`config.mk`:
```
export PLATFORM = sky130hd
export DESIGN_NAME = encoder_generator
export DESIGN_NICKNAME = d
export VERILOG_FILES = /design/src/rtl/encoder_generator.sv
export SDC_FILE = /design/constraint.sdc
export NUM_CORES = 1
export LEC_CHECK = 0
export BUFFER_PORTS_ARGS = -buffer_cell sky130_fd_sc_hd__buf_2
export CAP_MARGIN = 25
export CORE_ASPECT_RATIO = 1.25
export CORE_MARGIN = 2
export CORE_UTILIZATION = 42
export CTS_BUF_LIST = sky130_fd_sc_hd__clkbuf_8
export CTS_CLUSTER_DIAMETER = 150
export CTS_CLUSTER_SIZE = 8
export DETAILED_ROUTE_END_ITERATION = 12
export SLEW_MARGIN = 15
export SYNTH_ARGS = -nofsm -noshare
export SYNTH_HDL_FRONTEND = slang
export SYNTH_SLANG_ARGS = --single-unit
```
`constraint.sdc`:
```
create_clock -name CLK -period 3 [get_ports CLK]
set_input_delay 0 -clock CLK [delete_from_list [all_inputs] [get_ports CLK]]
set_output_delay 0 -clock CLK [all_outputs]
set_load 0.02 [all_outputs]
```
`src/rtl/encoder_generator.sv`:
```
`default_nettype none
// encoder_generator: emits N full A/B quadrature cycles, Q clocks per quarter, in either direction.
// Revision 1.0
module encoder_generator #(
  parameter int CNT_W = 16
) (
  input  logic             CLK,
  input  logic             RST,
  input  logic             CMD_VALID,
  output logic             CMD_READY,
  input  logic             CMD_DIR,
  input  logic [CNT_W-1:0] CMD_COUNT,
  input  logic [CNT_W-1:0] CMD_QUARTER,
  input  logic             ABORT,
  output logic             SIG_A,
  output logic             SIG_B,
  output logic [CNT_W-1:0] REMAIN,
  output logic             DONE
);

  localparam logic [0:0]       S_IDLE = 1'b0;
  localparam logic [0:0]       S_RUN  = 1'b1;
  localparam logic [CNT_W-1:0] ONE    = {{(CNT_W-1){1'b0}}, 1'b1};

  logic [0:0]       state;
  logic [0:0]       state_next;
  logic             dir;
  logic [CNT_W-1:0] reload;
  logic [CNT_W-1:0] qcnt;
  logic [CNT_W-1:0] remain;
  logic [CNT_W-1:0] q_init;
  logic [1:0]       sub;
  logic [1:0]       phase;
  logic [1:0]       phase_next;
  logic             done;
  logic             accept;
  logic             active;
  logic             tick;
  logic             last;
  logic             finish;

  assign accept = (state == S_IDLE) && CMD_VALID;
  // A running command advances only when not aborted and cycles remain.
  assign active = (state == S_RUN) && !ABORT && (remain != '0);
  assign tick   = active && (qcnt == '0);
  assign last   = tick && (sub == 2'd3) && (remain == ONE);
  assign finish = (state == S_RUN) && !ABORT && ((remain == '0) || last);

  // Counter holds Q-1 so that the transition lands exactly Q edges later; Q=0 behaves as Q=1.
  assign q_init = (CMD_QUARTER == '0) ? '0 : (CMD_QUARTER - ONE);

  assign phase_next = dir ? {phase[0], ~phase[1]} : {~phase[0], phase[1]};

  always_ff @(posedge CLK or negedge RST) begin
    if (!RST) begin
      state <= S_IDLE;
    end else begin
      state <= state_next;
    end
  end

  always_comb begin
    state_next = state;
    case (state)
      S_IDLE: begin
        if (CMD_VALID) begin
          state_next = S_RUN;
        end
      end
      S_RUN: begin
        if (ABORT || finish) begin
          state_next = S_IDLE;
        end
      end
      default: state_next = S_IDLE;
    endcase
  end

  always_comb begin
    CMD_READY = (state == S_IDLE);
  end

  always_ff @(posedge CLK or negedge RST) begin
    if (!RST) begin
      dir    <= 1'b0;
      reload <= '0;
      qcnt   <= '0;
      remain <= '0;
      sub    <= 2'd0;
      phase  <= 2'b00;
      done   <= 1'b0;
    end else begin
      done <= finish;
      if (accept) begin
        dir    <= CMD_DIR;
        reload <= q_init;
        qcnt   <= q_init;
        remain <= CMD_COUNT;
        sub    <= 2'd0;
      end else if (active) begin
        if (tick) begin
          qcnt  <= reload;
          phase <= phase_next;
          sub   <= sub + 2'd1;
          if (sub == 2'd3) begin
            remain <= remain - ONE;
          end
        end else begin
          qcnt <= qcnt - ONE;
        end
      end
    end
  end

  assign SIG_A  = phase[1];
  assign SIG_B  = phase[0];
  assign REMAIN = remain;
  assign DONE   = done;

endmodule
`default_nettype wire

```
* Word-level counts from Yosys, hierarchy flattened
Index checks and enable logic that the tools add are counted.
** Cells by class
- Muxes and demuxes :: 15
- Bitwise gates (word level) :: 4
- Equality and inequality tests :: 2
- Reductions and logical operators :: 20
- Add/subtract/negate cells :: 4
** Operators with widths (count)
- $mux 16 :: 8
- $logic_not 16->1 :: 3
- $sub 16x1->16 const B :: 3
- $eq 16x1->1 const B :: 1
- $reduce_bool 16->1 :: 1
- $mux 2 :: 4
- $logic_and 1x1->1 :: 7
- $reduce_and 3->1 :: 2
- $reduce_bool 2->1 :: 3
- $not 1->1 :: 4
- $add 2x1->2 const B :: 1
- $eq 2x2->1 const B :: 1
- $logic_or 1x1->1 :: 2
- $mux 1 :: 2
- $pmux 1 s2 :: 1
- $reduce_and 2->1 :: 1
- $logic_not 1->1 :: 1
** Word-level totals
- Word-level logic and storage cells :: 53
- Flip-flop bits (word level) :: 55
- Output and inout bits :: 20
- Bits of input ports :: 37

* Logic depth before layout (Yosys ltp)
- Depth after elaboration :: 11
- Mapped depth :: 9

* Worst setup path before layout
No wires, ideal clock.
- Path type :: register to register
- Start :: register qcnt[0]
- End :: register qcnt[9]
- Stages on the path, launching flop included :: 10
- Arrival :: 2382 ps
- Data required time :: 2879 ps
- Path buffers :: 2
- Setup slack :: 496 ps
- Path through :: dfrtp_1 > inv_1 > ha_1 > or4b_2 > or4_1 > clkbuf_1 > buf_2 > nor4_1 > a211oi_1 > o22a_1
** Between the ends
- Word-level cells in the longest chain between the ends :: 5
** Ends and longest elaborated chain
- from (decl) :: line 29 : logic [CNT_W-1:0] qcnt;
- from (signal assigned) :: line 97 : qcnt <= q_init;
- from (signal assigned) :: line 102 : qcnt <= reload;
- from (signal assigned) :: line 109 : qcnt <= qcnt - ONE;
- branches (longest 2 deep; another with $sub 16x1->16)
- $mux 16 * :: line 101 : if (tick) begin
- $mux 16 * :: line 100 : end else if (active) begin
- $mux 16 * :: line 94 : if (accept) begin
Mark *: on every way between the ends. The select of a mux whose other input is x is not followed.
A chain may end at the register's enable or synchronous reset.

* Final worst setup path
- Start :: register qcnt[0]
- End :: register qcnt[0]
Same word-level chain as after synthesis.

==> flow_metrics.py <==
metrics = {
    "global_route": {
        "grt_max_degree": 54,
        "antenna_found_initial": 0,
        "grt_pass1_wl_microns": 15000,
        "grt_pass1_vias": 3037,
        "grt-ovfl-total": 0,
        "grt_use_total": 0.209,
    },
    "timing": {
        "finalClockSkew_ns": 0.00393,
        "rsz0062_at_grt": "false",
        "tightestPinTransition_ns": 0.701,
        "worst_slew_margin_rel": 0.533,
        "setup_slack_ns": 0.215,
        "fin_setup_tns_ns": 0,
        "finalCriticalPeriod_ns": 2.79,
        "fmax_mhz": 359,
        "finalHoldViolations": 0,
        "finalMaxSlewViolations": 0,
        "setup_viol": 0,
        "finalCritPeriodShare": 0.928,
    },
    "floorplan": {
        "pin_count": 57,
        "die_w_microns": 84.4,
        "die_y_microns": 104,
        "core_area_sq_um": 7840,
        "initial_core_util": 0.433,
        "placement_rows": 36,
        "die-area_sq_um": 8820,
    },
    "power_and_ir_drop": {
        "p_leak_uw": 0.00172,
        "switching_share": 0.379,
        "pwr_density_cell_nw_per_um2": 555,
        "p_total_uw": 2300,
        "vdd_drop_max_mv": 0.275,
        "p_int_uw": 1430,
        "comb_power_share": 0.340,
        "clockPowerShare": 0.173,
        "p_switching_uw": 869,
        "p_seq_frac": 0.487,
    },
    "route": {
        "ant_nets": 0,
        "drcViolationCount": 0,
        "drtIter0Drc": 192,
        "wl_per_cell_microns": 16.5,
        "vias": 3275,
        "wirelength_microns": 9160,
        "avgViaCountPerCell": 5.90,
        "drt_pass1_iterations": 6,
    },
    "setup_path": {
        "crit_path_start": "qcnt[0]",
        "end_kind": "flip-flop",
        "rrSetupSlack_ns": 0.21,
        "arrival_ns": 2.99,
        "setup.worst_path.start_class": "flip-flop",
        "regToRegStartpoint": "qcnt[0]",
        "setup.worst_path.class": "flip-flop to flip-flop",
        "critPathMaxFanout": 10,
        "required_ns": 3.20,
    },
    "synthesis": {
        "ys_types": 56,
        "yosys.area_share.adder": 0.0258,
        "synth_edf_count": 0,
        "dominantRegCellSynth": "dfrtp_1",
        "synth_seq_area_share": 0.406,
        "syn-cell-area_sq_um": 3390,
        "avgSynthCellArea_sq_um": 8.95,
        "synthXorXnorAreaFrac": 0.0542,
        "yosysWarnings": 0,
        "synth_compound_area_frac": 0.226,
        "synth_seq_cells": 55,
        "synth_mux_area_frac": 0,
        "async_flop_share": 1.00,
        "synth_top_family_by_area": "simple AND/OR/NAND/NOR gates",
        "netlist_instances": 379,
        "synthSimpleGateAreaFrac": 0.250,
        "syn-num-nets": 423,
    },
    "layout": {
        "final_cell_area_sq_um": 4140,
        "nets": 503,
        "drive_gt1_frac": 0.198,
        "syn2layout_area_growth_pct": 21.9,
        "multi_input_comb_area_sq_um": 1890,
        "regArea_sq_um": 1380,
        "antenna_cells": 0,
        "n_fill_cell": 763,
    },
    "min_path": {
        "hold_path.class": "input port to flip-flop",
        "min_from": "CMD_QUARTER[9]",
    },
    "placement": {
        "routabilityCongestion": 0.892,
        "dpl-instance-area_sq_um": 3860,
        "hpwl_microns": 6500,
        "port_buffers": 56,
        "post-place-ws_ns": 0.276,
    },
    "clock_network": {
        "path_clk_slew_ns": 0.09,
        "numCtsBuffers": 5,
        "cts.path.max_buffers": 2,
        "insertion_delay_ns": 0.31,
        "htree_num_levels": 2,
        "cts_tree": "done",
        "post_cts_buffers": 0,
        "cts_num_sinks": 55,
        "cts-resized-gates": 0,
        "clock-root-buffer": "clkbuf_8",
    },
    "outcome": {
        "outcome": "complete, no violations",
    },
    "flow_run": {
        "maxCapViolations": 0,
    },
}
[critical path: stages (launching register included)]
cell and delay (ns):
dfrtp_1 0.44, inv_1 0.10, ha_1 0.14, or4b_2 0.63
or4_1 0.59, buf_4 0.25, nor4_1 0.18, o32ai_1 0.11
a22o_1 0.24
[what timing repair did]
action	4_1_cts	5_1_grt
hold buffers	19	0
setup endpoints to repair	0	0
hold endpoints to repair	73	0
[power groups by stage]
| stage | Sequential (uW) | Clock [uW] | Combinational [uW] |
|---|---|---|---|
| floorplan | 1130 | 0 | 485 |
| global placement | 1120 | 0 | 747 |
| detailed placement | 1120 | 0 | 759 |
| CTS | 1110 | 411 | 782 |
| global route | 1140 | 439 | 869 |
| finish | 1120 | 397 | 781 |
[metrics by stage]
stage,utilization,hold slack [ns],instances
2_1_floorplan,-,-0.296,379
3_3_place_gp,0.490,0.196,527
3_5_place_dp,0.493,-0.0591,528
4_1_cts,0.528,0.0295,555
5_1_grt,0.528,0.0732,555
6_report,0.528,0.0291,555
[per-layer routing]
layer,share of wire,GRT usage
met5,0,0
met4,0.028,0.0884
met3,0.052,0.0270
met2,0.48,0.351
met1,0.44,0.270
[cell usage after synthesis (4+ instances only)]
cell      instances  area (sq um)
a31oi_1          16           100
xor2_1            8          70.1
a211oi_1          5          37.5
or4_1            13          97.6
xnor2_1          13           114
nor3_1           10          50.1
o21ai_1           6          30.0
or3_1             8          50.1
a21oi_1           7          35.0
nor2_1           36           135
nand3b_1          5          37.5
nand4_1           5          31.3
nor4_1           13          81.3
a211o_1           4          35.0
dfrtp_1          55          1380
inv_1            12          45.0
nand3_1           8          40.0
o31ai_1           8          60.1
ha_1              7          87.6
nand2_1          34           128
o21ai_0          25           125
a22o_1            4          35.0
a21o_1            5          37.5
clkbuf_1         17          63.8
[layout make-up]
type	instances	area share
timing repair buffer	94	0.151
multi-input combinational	291	0.457
clock inverter	3	0.00303
tap	95	0.0287
inverter	12	0.0109
clock buffer	5	0.0166
sequential	55	0.333
[worst paths after layout]
| check | endpoint | cells past startpoint |
|---|---|---|
| max | qcnt[0] | 8 |
| min | reload[9] | 3 |
| max reg2reg | qcnt[0] | 8 |
| min reg2reg | reload[4] | 1 |
| max in group asynchronous | qcnt[2] | 3 |
| min in group asynchronous | REMAIN[4] | 2 |
[flip-flops by register name, indices dropped and copies added, names as in the netlist]
signal / count
state: 1
dir: 1
phase: 2
DONE: 1
reload: 16
REMAIN: 16
sub: 2
qcnt: 16
[cells in the final DEF (no fill, tap or decap), types with 4 or more instances in the layout]
cell	Yosys	final
buf_2	3	56
dfrtp_1	55	55
nor2_1	36	36
nand2_1	34	34
o21ai_0	25	25
dlygate4sd3_1	0	19
buf_4	0	18
a31oi_1	16	16
inv_1	12	14
nor4_1	13	13
or4_1	13	13
xnor2_1	13	13
nor3_1	10	10
or3_1	8	8
o31ai_1	8	8
nand3_1	8	8
xor2_1	8	8
a21oi_1	7	7
ha_1	7	7
o21ai_1	6	6
nand4_1	5	5
nand3b_1	5	5
a21o_1	5	5
a211oi_1	5	5
clkbuf_8	0	5
a211o_1	4	4
a22o_1	4	4
[logic make-up (layout without fill, tap and decap cells)]
logic type               after synthesis  in the layout
AO/OA/AOI/OAI                        111            111
flip-flops                            55             55
XOR/XNOR                              21             21
buffers and inverters                 33            114
AND/OR/NAND/NOR                      152            152
adder cells (fa/ha/maj)                7              7
Power figures use the tool's default switching activity.
